===== config.mk =====
export PLATFORM = sky130hd
export DESIGN_NAME = gate_input_debouncer
export DESIGN_NICKNAME = d
export VERILOG_FILES = /design/src/rtl/gate_input_pkg.sv /design/src/rtl/debounce_channel.sv /design/src/rtl/gate_input_debouncer.sv
export SDC_FILE = /design/constraint.sdc
export NUM_CORES = 1
export LEC_CHECK = 0
export BUFFER_PORTS_ARGS = -buffer_cell sky130_fd_sc_hd__buf_2
export CAP_MARGIN = 40
export CORE_MARGIN = 3
export CORE_UTILIZATION = 45
export DETAILED_ROUTE_END_ITERATION = 6
export GPL_TIMING_DRIVEN = 0
export PLACE_DENSITY = 0.79
export SLEW_MARGIN = 30
export SYNTH_ARGS = -nofsm -noshare
export SYNTH_HDL_FRONTEND = slang
export SYNTH_SLANG_ARGS = --single-unit

===== constraint.sdc =====
create_clock -name clk -period 1.1 [get_ports clk]
set_input_delay 0.11 -clock clk [delete_from_list [all_inputs] [get_ports clk]]
set_output_delay 0.11 -clock clk [all_outputs]
set_load 0.05 [all_outputs]

===== src/rtl/gate_input_pkg.sv =====
// gate_input_pkg
//   Shared types and default constants for the gate-input debouncer.
//   Contents:
//     deb_state_e        per-channel debounce state (ST_STABLE / ST_CHECK)
//     DEF_SYNC_STAGES    default synchroniser depth
//     DEF_STABLE_CYCLES  default number of consecutive synced cycles to accept a level
package gate_input_pkg;

    typedef enum logic {
        ST_STABLE = 1'b0,
        ST_CHECK  = 1'b1
    } deb_state_e;

    localparam int DEF_SYNC_STAGES   = 2;
    localparam int DEF_STABLE_CYCLES = 4;

endpackage


===== src/rtl/debounce_channel.sv =====
// debounce_channel
//   One input bit: synchroniser chain, STABLE/CHECK debounce FSM with a
//   consecutive-cycle counter, and registered one-cycle edge pulses.
//   Ports:
//     clk      in   system clock (rising edge)
//     rst_n    in   synchronous reset, active low
//     raw_i    in   raw asynchronous level
//     clean_o  out  debounced level
//     rise_o   out  one-cycle pulse in the first cycle clean_o is 1 after being 0
//     fall_o   out  one-cycle pulse in the first cycle clean_o is 0 after being 1
//     busy_o   out  high while a candidate level is being counted
module debounce_channel
    import gate_input_pkg::*;
#(
    parameter int SYNC_STAGES   = DEF_SYNC_STAGES,
    parameter int STABLE_CYCLES = DEF_STABLE_CYCLES
) (
    input  logic clk,
    input  logic rst_n,
    input  logic raw_i,
    output logic clean_o,
    output logic rise_o,
    output logic fall_o,
    output logic busy_o
);

    localparam int                 CNT_W    = $clog2(STABLE_CYCLES) + 1;
    localparam logic [CNT_W-1:0]   CNT_LAST = CNT_W'(STABLE_CYCLES - 1);

    logic [SYNC_STAGES-1:0] sync_q;
    logic                   sync;

    deb_state_e             state_q, state_d;
    logic [CNT_W-1:0]       cnt_q,   cnt_d;
    logic                   clean_q, clean_d;
    logic                   rise_q,  rise_d;
    logic                   fall_q,  fall_d;

    // Bit 0 samples the asynchronous input; the top bit is the first value
    // safe to use in clocked logic.
    // NOTE: every clocked register uses non-blocking assignment so all flops
    // update together from pre-edge values, regardless of statement order.
    always_ff @(posedge clk) begin
        if (!rst_n) begin
            sync_q <= '0;
        end else begin
            sync_q <= {sync_q[SYNC_STAGES-2:0], raw_i};
        end
    end

    assign sync = sync_q[SYNC_STAGES-1];

    always_ff @(posedge clk) begin
        if (!rst_n) begin
            state_q <= ST_STABLE;
            cnt_q   <= '0;
            clean_q <= 1'b0;
            rise_q  <= 1'b0;
            fall_q  <= 1'b0;
        end else begin
            state_q <= state_d;
            cnt_q   <= cnt_d;
            clean_q <= clean_d;
            rise_q  <= rise_d;
            fall_q  <= fall_d;
        end
    end

    // cnt counts how many consecutive synced cycles have differed from the
    // clean level, including the current one.
    always_comb begin
        // NOTE: defaults first so every path assigns every output; without
        // them a missed branch would hold its value and infer a latch.
        state_d = state_q;
        cnt_d   = cnt_q;
        clean_d = clean_q;
        rise_d  = 1'b0;
        fall_d  = 1'b0;

        case (state_q)
            ST_STABLE: begin
                if (sync != clean_q) begin
                    state_d = ST_CHECK;
                    cnt_d   = CNT_W'(1);
                end else begin
                    cnt_d   = '0;
                end
            end
            ST_CHECK: begin
                if (sync == clean_q) begin
                    // Candidate level collapsed before qualifying: glitch.
                    state_d = ST_STABLE;
                    cnt_d   = '0;
                end else if (cnt_q == CNT_LAST) begin
                    // This cycle completes STABLE_CYCLES consecutive mismatches.
                    state_d = ST_STABLE;
                    cnt_d   = '0;
                    clean_d = sync;
                    rise_d  = sync;
                    fall_d  = ~sync;
                end else begin
                    cnt_d   = cnt_q + CNT_W'(1);
                end
            end
            default: begin
                state_d = ST_STABLE;
                cnt_d   = '0;
            end
        endcase
    end

    assign clean_o = clean_q;
    assign rise_o  = rise_q;
    assign fall_o  = fall_q;
    assign busy_o  = (state_q == ST_CHECK);

endmodule


===== src/rtl/gate_input_debouncer.sv =====
// gate_input_debouncer
//   Input stage for the two-input logic gates: synchronises and debounces
//   N_CH raw switch/button levels. clean_out[0] drives gate operand a,
//   clean_out[1] drives operand b. Channels are fully independent.
//   Ports:
//     clk         in   system clock (rising edge)
//     rst_n       in   synchronous reset, active low
//     raw_in      in   [N_CH] raw asynchronous levels
//     clean_out   out  [N_CH] debounced levels
//     rise_pulse  out  [N_CH] one-cycle pulse on clean 0->1
//     fall_pulse  out  [N_CH] one-cycle pulse on clean 1->0
//     busy        out  [N_CH] channel is qualifying a new level
module gate_input_debouncer
    import gate_input_pkg::*;
#(
    parameter int N_CH          = 2,
    parameter int SYNC_STAGES   = DEF_SYNC_STAGES,
    parameter int STABLE_CYCLES = DEF_STABLE_CYCLES
) (
    input  logic            clk,
    input  logic            rst_n,
    input  logic [N_CH-1:0] raw_in,
    output logic [N_CH-1:0] clean_out,
    output logic [N_CH-1:0] rise_pulse,
    output logic [N_CH-1:0] fall_pulse,
    output logic [N_CH-1:0] busy
);

    for (genvar i = 0; i < N_CH; i++) begin : g_ch
        debounce_channel #(
            .SYNC_STAGES   (SYNC_STAGES),
            .STABLE_CYCLES (STABLE_CYCLES)
        ) u_ch (
            .clk     (clk),
            .rst_n   (rst_n),
            .raw_i   (raw_in[i]),
            .clean_o (clean_out[i]),
            .rise_o  (rise_pulse[i]),
            .fall_o  (fall_pulse[i]),
            .busy_o  (busy[i])
        );
    end

endmodule


Word level (Yosys, flattened, before mapping)
Cells that the tools add are included.
{"block": "totals", "output_inout_bits": 8, "register_bits": 18, "wordCells": 49, "in_bits": 4}
{"block": "classes", "bitwise_logic": 9, "eq_ne": 6, "n_reduce_logical": 4, "muxes": 16, "addsub": 2}
{"operator": "$mux W3", "n": 4}
{"operator": "$pmux W3 S2", "n": 2}
{"operator": "$not A1 Y1", "n": 9}
{"operator": "$mux W1", "n": 8}
{"operator": "$reduce_or A4 Y1", "n": 2}
{"operator": "$add A3 B1 Y3 const B", "n": 2}
{"operator": "$eq A3 B2 Y1 const B", "n": 2}
{"operator": "$reduce_and A3 Y1", "n": 2}
{"operator": "$pmux W1 S2", "n": 2}
{"operator": "$eq A1 B1 Y1", "n": 2}
{"operator": "$ne A1 B1 Y1", "n": 2}

Logic depth before layout (Yosys ltp)
{"block": "logic_depth", "ltp_word": 4, "depth_mapped": 4, "depth_no_buf": 4}

Modules after synthesis
From an unflattened synthesis, not the netlist that was laid out.
{"block": "hier_totals", "cells_unflattened": 56, "hier_area_um2": 643.1}
{"module": "debounce_channel", "area_per_inst_um2": 321.6, "cells_per_inst": 28, "instances": 2}

Worst setup path after synthesis
No wires, ideal clock.
{"block": "synth_path", "path_type": "reg-to-reg", "startpoint": "reg g_ch[0].u_ch.cnt_q[0]", "endpoint": "reg g_ch[0].u_ch.cnt_q[1]", "setup_ns": 0.087, "t_required_ns": 1.013, "synth_period_minus_slack_ns": 1.175, "t_arrival_ns": 1.088, "slack_ns": -0.075, "stages_incl_launch_ff": 5, "cell_sequence": "dfxtp_1 > ha_1 > ha_1 > nand2b_1 > nor4b_2"}
{"block": "synth_via", "elab_chain_cells": 4}
{"item": "start: declaration", "line_no": "debounce_channel.sv:34", "source": "logic [CNT_W-1:0] cnt_q, cnt_d;"}
{"item": "start signal: assignment", "line_no": "debounce_channel.sv:62", "source": "cnt_q <= cnt_d;"}
{"item": "$add A3 B1 Y3 or $eq A3 B2 Y1 (tied branches)", "line_no": "debounce_channel.sv:102, debounce_channel.sv:94"}
{"item": "$mux W3 (*)", "line_no": "debounce_channel.sv:94", "source": "end else if (cnt_q == CNT_LAST) begin"}
{"item": "$mux W3 (*)", "line_no": "debounce_channel.sv:90", "source": "if (sync == clean_q) begin"}
{"item": "$pmux W3 S2 (*)", "line_no": "debounce_channel.sv:80", "source": "case (state_q)"}
Mark *: on every way between the ends. The rest lies on a longest branch, timed or not.
A chain may end at the register's enable or synchronous reset.

Worst setup path after layout
{"block": "layout_path", "startpoint": "reg g_ch[1].u_ch.cnt_q[0]", "endpoint": "reg g_ch[1].u_ch.cnt_q[1]"}
{"block": "layout_via", "elab_chain_cells": 4}
{"item": "start: declaration", "line_no": "debounce_channel.sv:34"}
{"item": "start signal: assignment", "line_no": "debounce_channel.sv:62"}
{"item": "$add A3 B1 Y3 or $eq A3 B2 Y1 (tied branches)", "line_no": "debounce_channel.sv:102, debounce_channel.sv:94"}
{"item": "$mux W3 (*)", "line_no": "debounce_channel.sv:94"}
{"item": "$mux W3 (*)", "line_no": "debounce_channel.sv:90"}
{"item": "$pmux W3 S2 (*)", "line_no": "debounce_channel.sv:80"}
Marked as above.

==> run_results.csv <==
group,metric,value,unit
floorplan,dieWidth,45.95,um
worst_hold_path,holdPathEnd,"g_ch[1].u_ch.sync_q[0]",
placement,pre_cts_ws,-79.85,ps
timing,slew_viol_final,0,
cells_and_area,mostFrequentLayoutCells,"16 x buf_4, 12 x dfxtp_1, 7 x buf_2",
cells_and_area,multi_input_area,389.1,um^2
clocking,clk_path_buf_depth,2,
power_and_ir_drop,p_clk_share,30.1,%
worst_setup_path,reg2reg_to,"g_ch[1].u_ch.cnt_q[1]",
power_and_ir_drop,finalPower,1.029,mW
clocking,htree_levels,1,
synthesis,syn_nets,73,
clocking,cts_buffers,3,
drt,routedWlPerCell,13.08,um
placement,dp_hpwl,767.9,um
synthesis,ys_types,18,
power_and_ir_drop,p_switching,0.2227,mW
grt,grt_pass1_vias,445,
worst_setup_path,crit_slowest_cell,"dfxtp_2",
clocking,path_clk_slew,90,ps
worst_setup_path,r2r_cells,4,
timing,fin_setup_tns,0,ps
drt,first_pass_iters,4,
clocking,hold_buffers,0,
cells_and_area,fin_nets,93,
worst_setup_path,path_max_fanout,3,
worst_setup_path,start_kind,"register",
drt,drc,0,
grt,grt_use_total,13.96,%
worst_setup_path,cpMostUsedCell,"ha_4",
timing,setup_slack,1.372,ps
power_and_ir_drop,p_int,0.8064,mW
synthesis,synth_area,718.2,um^2
timing,min_period_over_period,99.88,%
drt,dr_total_vias,490,
drt,wl,1269,um
cells_and_area,final-seq-area,377.9,um^2
cells_and_area,final_layout_size_suffix_gt1_share,60.98,%
synthesis,synth_top_cell_by_area,"dfxtp_1",
timing,setup_viol,0,
worst_setup_path,required,1310,ps
worst_setup_path,cp.arrival,1310,ps
synthesis,synth_top_area_share,50.17,%
grt,antenna_found_initial,0,
power_and_ir_drop,pwr_density_cell,1056,nW/um^2
job,max_cap_viol_count,0,
worst_setup_path,rrSetupSlack,1,ps
synthesis,ys_seq_area_share,50.17,%
grt,grt.overflow.total,0,
synthesis,synth.area.top_cells,"dfxtp_1 50%, ha_1 8.7%, buf_4 8.4%, nor3b_1 4.2%, nor4b_2 4.2%",
power_and_ir_drop,pwr-share-comb,5.6,%
timing,fmax,910.2,MHz
synthesis,yosys_register_bits,18,
floorplan,core_area,1399,um^2
timing,hold_violations,0,
placement,port_buffers,11,
drt,final_antenna_net_count,0,
grt,grt_pass1_wl,1980,um
timing,finClkSkew,0.7962,ps
power_and_ir_drop,ir_drop,0.5713,mV
drt,drt-initial-drc-count,5,
synthesis,yosysWarnings,0,
floorplan,dieHeight,45.95,um
worst_setup_path,cp_slowest_stage_delay,350,ps
power_and_ir_drop,p_sw_share,21.64,%
worst_setup_path,path_class,"register to register",
drt,via_per_inst,5.052,
worst_hold_path,min_path_type,"input pin to register",
floorplan,design.die.area,2111,um^2
floorplan,initial_core_util,51.34,%
timing,tightest_slew,395.7,ps
floorplan,rows,13,
synthesis,synthCells,64,
synthesis,avgSynthCellArea,11.22,um^2
cells_and_area,num_antenna_cells,0,
grt,grt_max_degree,11,
cells_and_area,layout_commonest_cell,"buf_4",
worst_hold_path,hold_start,"raw_in[1]",
timing,layout_min_cycle_time,1099,ps
worst_setup_path,cp-end-kind,"register",
clocking,clock-root-buffer,"clkbuf_4",
worst_setup_path,regToRegStartpoint,"g_ch[1].u_ch.cnt_q[0]",
status,outcome,"complete, no violations",
power_and_ir_drop,pwr-share-seq,64.3,%
floorplan,pin_count,12,
timing,slew_headroom,73.43,%
cells_and_area,fillers,102,
worst_setup_path,crit_chain,"ha_4 > ha_4 > nand2b_4 > nor4b_2",
cells_and_area,areaGrowthSynthToFinish,35.71,%
placement,place.gp.congestion,0.6771,
clocking,cts_tree,"done",
clocking,cts_sinks,18,
power_and_ir_drop,power_leakage,0.3702,nW
worst_hold_path,whs_path_depth,2,
clocking,clk_latency,280,ps
timing,rsz0062_at_grt,"true",
## worst max-delay path: cells and delay by family (launching register included)
family        cells  cell delay (ps)
fa+ha+maj         2              350
simple gates      2              330
flops             1              350
## per-stage QoR
stage               instance area, um^2  cells  hold slack, ps  util [%]
floorplan                         738.2     64           231.7         -
global placement                  812.0     90           314.0     58.05
detailed placement                812.0     90           320.9     58.05
CTS                               927.1     94           25.05     66.28
global route                      974.7     97           36.27     69.68
finish                            974.7     97           25.98     69.68
## cell usage after synthesis
library cell,n
nor3_1,2
nor4_1,1
nor3b_1,4
and2_1,4
inv_1,2
dfxtp_1,18
nand3_1,4
ha_1,5
a21oi_1,2
buf_4,8
a21bo_2,2
o21a_1,2
nand2b_1,2
nor4b_2,2
nor4_2,1
a211oi_1,2
xnor2_1,2
inv_2,1
## kinds of logic (layout without fill, tap and decap cells)
| group | Yosys count | count (layout) | share of synthesized area [%] |
|---|---|---|---|
| simple gates | 20 | 20 | 20.38 |
| xor+xnor | 2 | 2 | 2.439 |
| flops | 18 | 18 | 50.17 |
| compound gates | 8 | 8 | 8.361 |
| buf+inv | 11 | 29 | 9.931 |
| fa+ha+maj | 5 | 5 | 8.711 |
## routing by layer
metal / GRT usage, % / wire length (um)
met1: 16.75 / 577
met2: 21.98 / 594
met5: 0 / 0
met4: 8.523 / 28
met3: 3.557 / 68
## worst max path at each step
stage | endpoint | slack (ps) | from | cells past startpoint
finish | g_ch[1].u_ch.cnt_q[1] | 1 | g_ch[1].u_ch.cnt_q[0] | 4
global route | g_ch[1].u_ch.cnt_q[1] | -50 | g_ch[1].u_ch.cnt_q[1] | 4
global placement | g_ch[0].u_ch.cnt_q[1] | -40 | g_ch[0].u_ch.cnt_q[0] | 4
detailed placement | g_ch[1].u_ch.clean_o | -80 | g_ch[1].u_ch.cnt_q[0] | 4
CTS | g_ch[0].u_ch.cnt_q[1] | -2 | g_ch[0].u_ch.cnt_q[0] | 4
floorplan | g_ch[1].u_ch.clean_o | -0.6 | g_ch[1].u_ch.cnt_q[0] | 4
## registers in the layout, summed over array words and instances (netlist names)
register           cells
g_ch.u_ch.cnt_q        6
g_ch.u_ch.fall_o       2
g_ch.u_ch.sync_q       4
g_ch.u_ch.clean_o      2
g_ch.u_ch.busy_o       2
g_ch.u_ch.rise_o       2
## what timing repair did
action / 4_1_cts / 5_1_grt
gates resized for setup: 21 / 6
setup buffers: 1 / 3
pin swaps: 1 / 1
endpoints found under the setup margin: 16 / 11
endpoints found under the hold margin: 0 / 0
## power groups by stage
| stage | logic [mW] | clock network [mW] | registers, mW |
|---|---|---|---|
| 6_report | 0.0574 | 0.310 | 0.662 |
| 5_1_grt | 0.0636 | 0.343 | 0.664 |
| 4_1_cts | 0.0480 | 0.316 | 0.669 |
| 3_5_place_dp | 0.0446 | 0 | 0.687 |
| 3_3_place_gp | 0.0439 | 0 | 0.686 |
| 2_1_floorplan | 0.0314 | 0 | 0.685 |
## area by class of cell
cell class,instances,area share (%)
multi-input combinational,35,39.92
sequential,18,38.77
timing repair buffer,15,9.756
buffer,8,6.162
clock buffer,3,2.311
tap,15,1.926
inverter,3,1.155
Note: power is estimated with default switching activity, not from simulation.
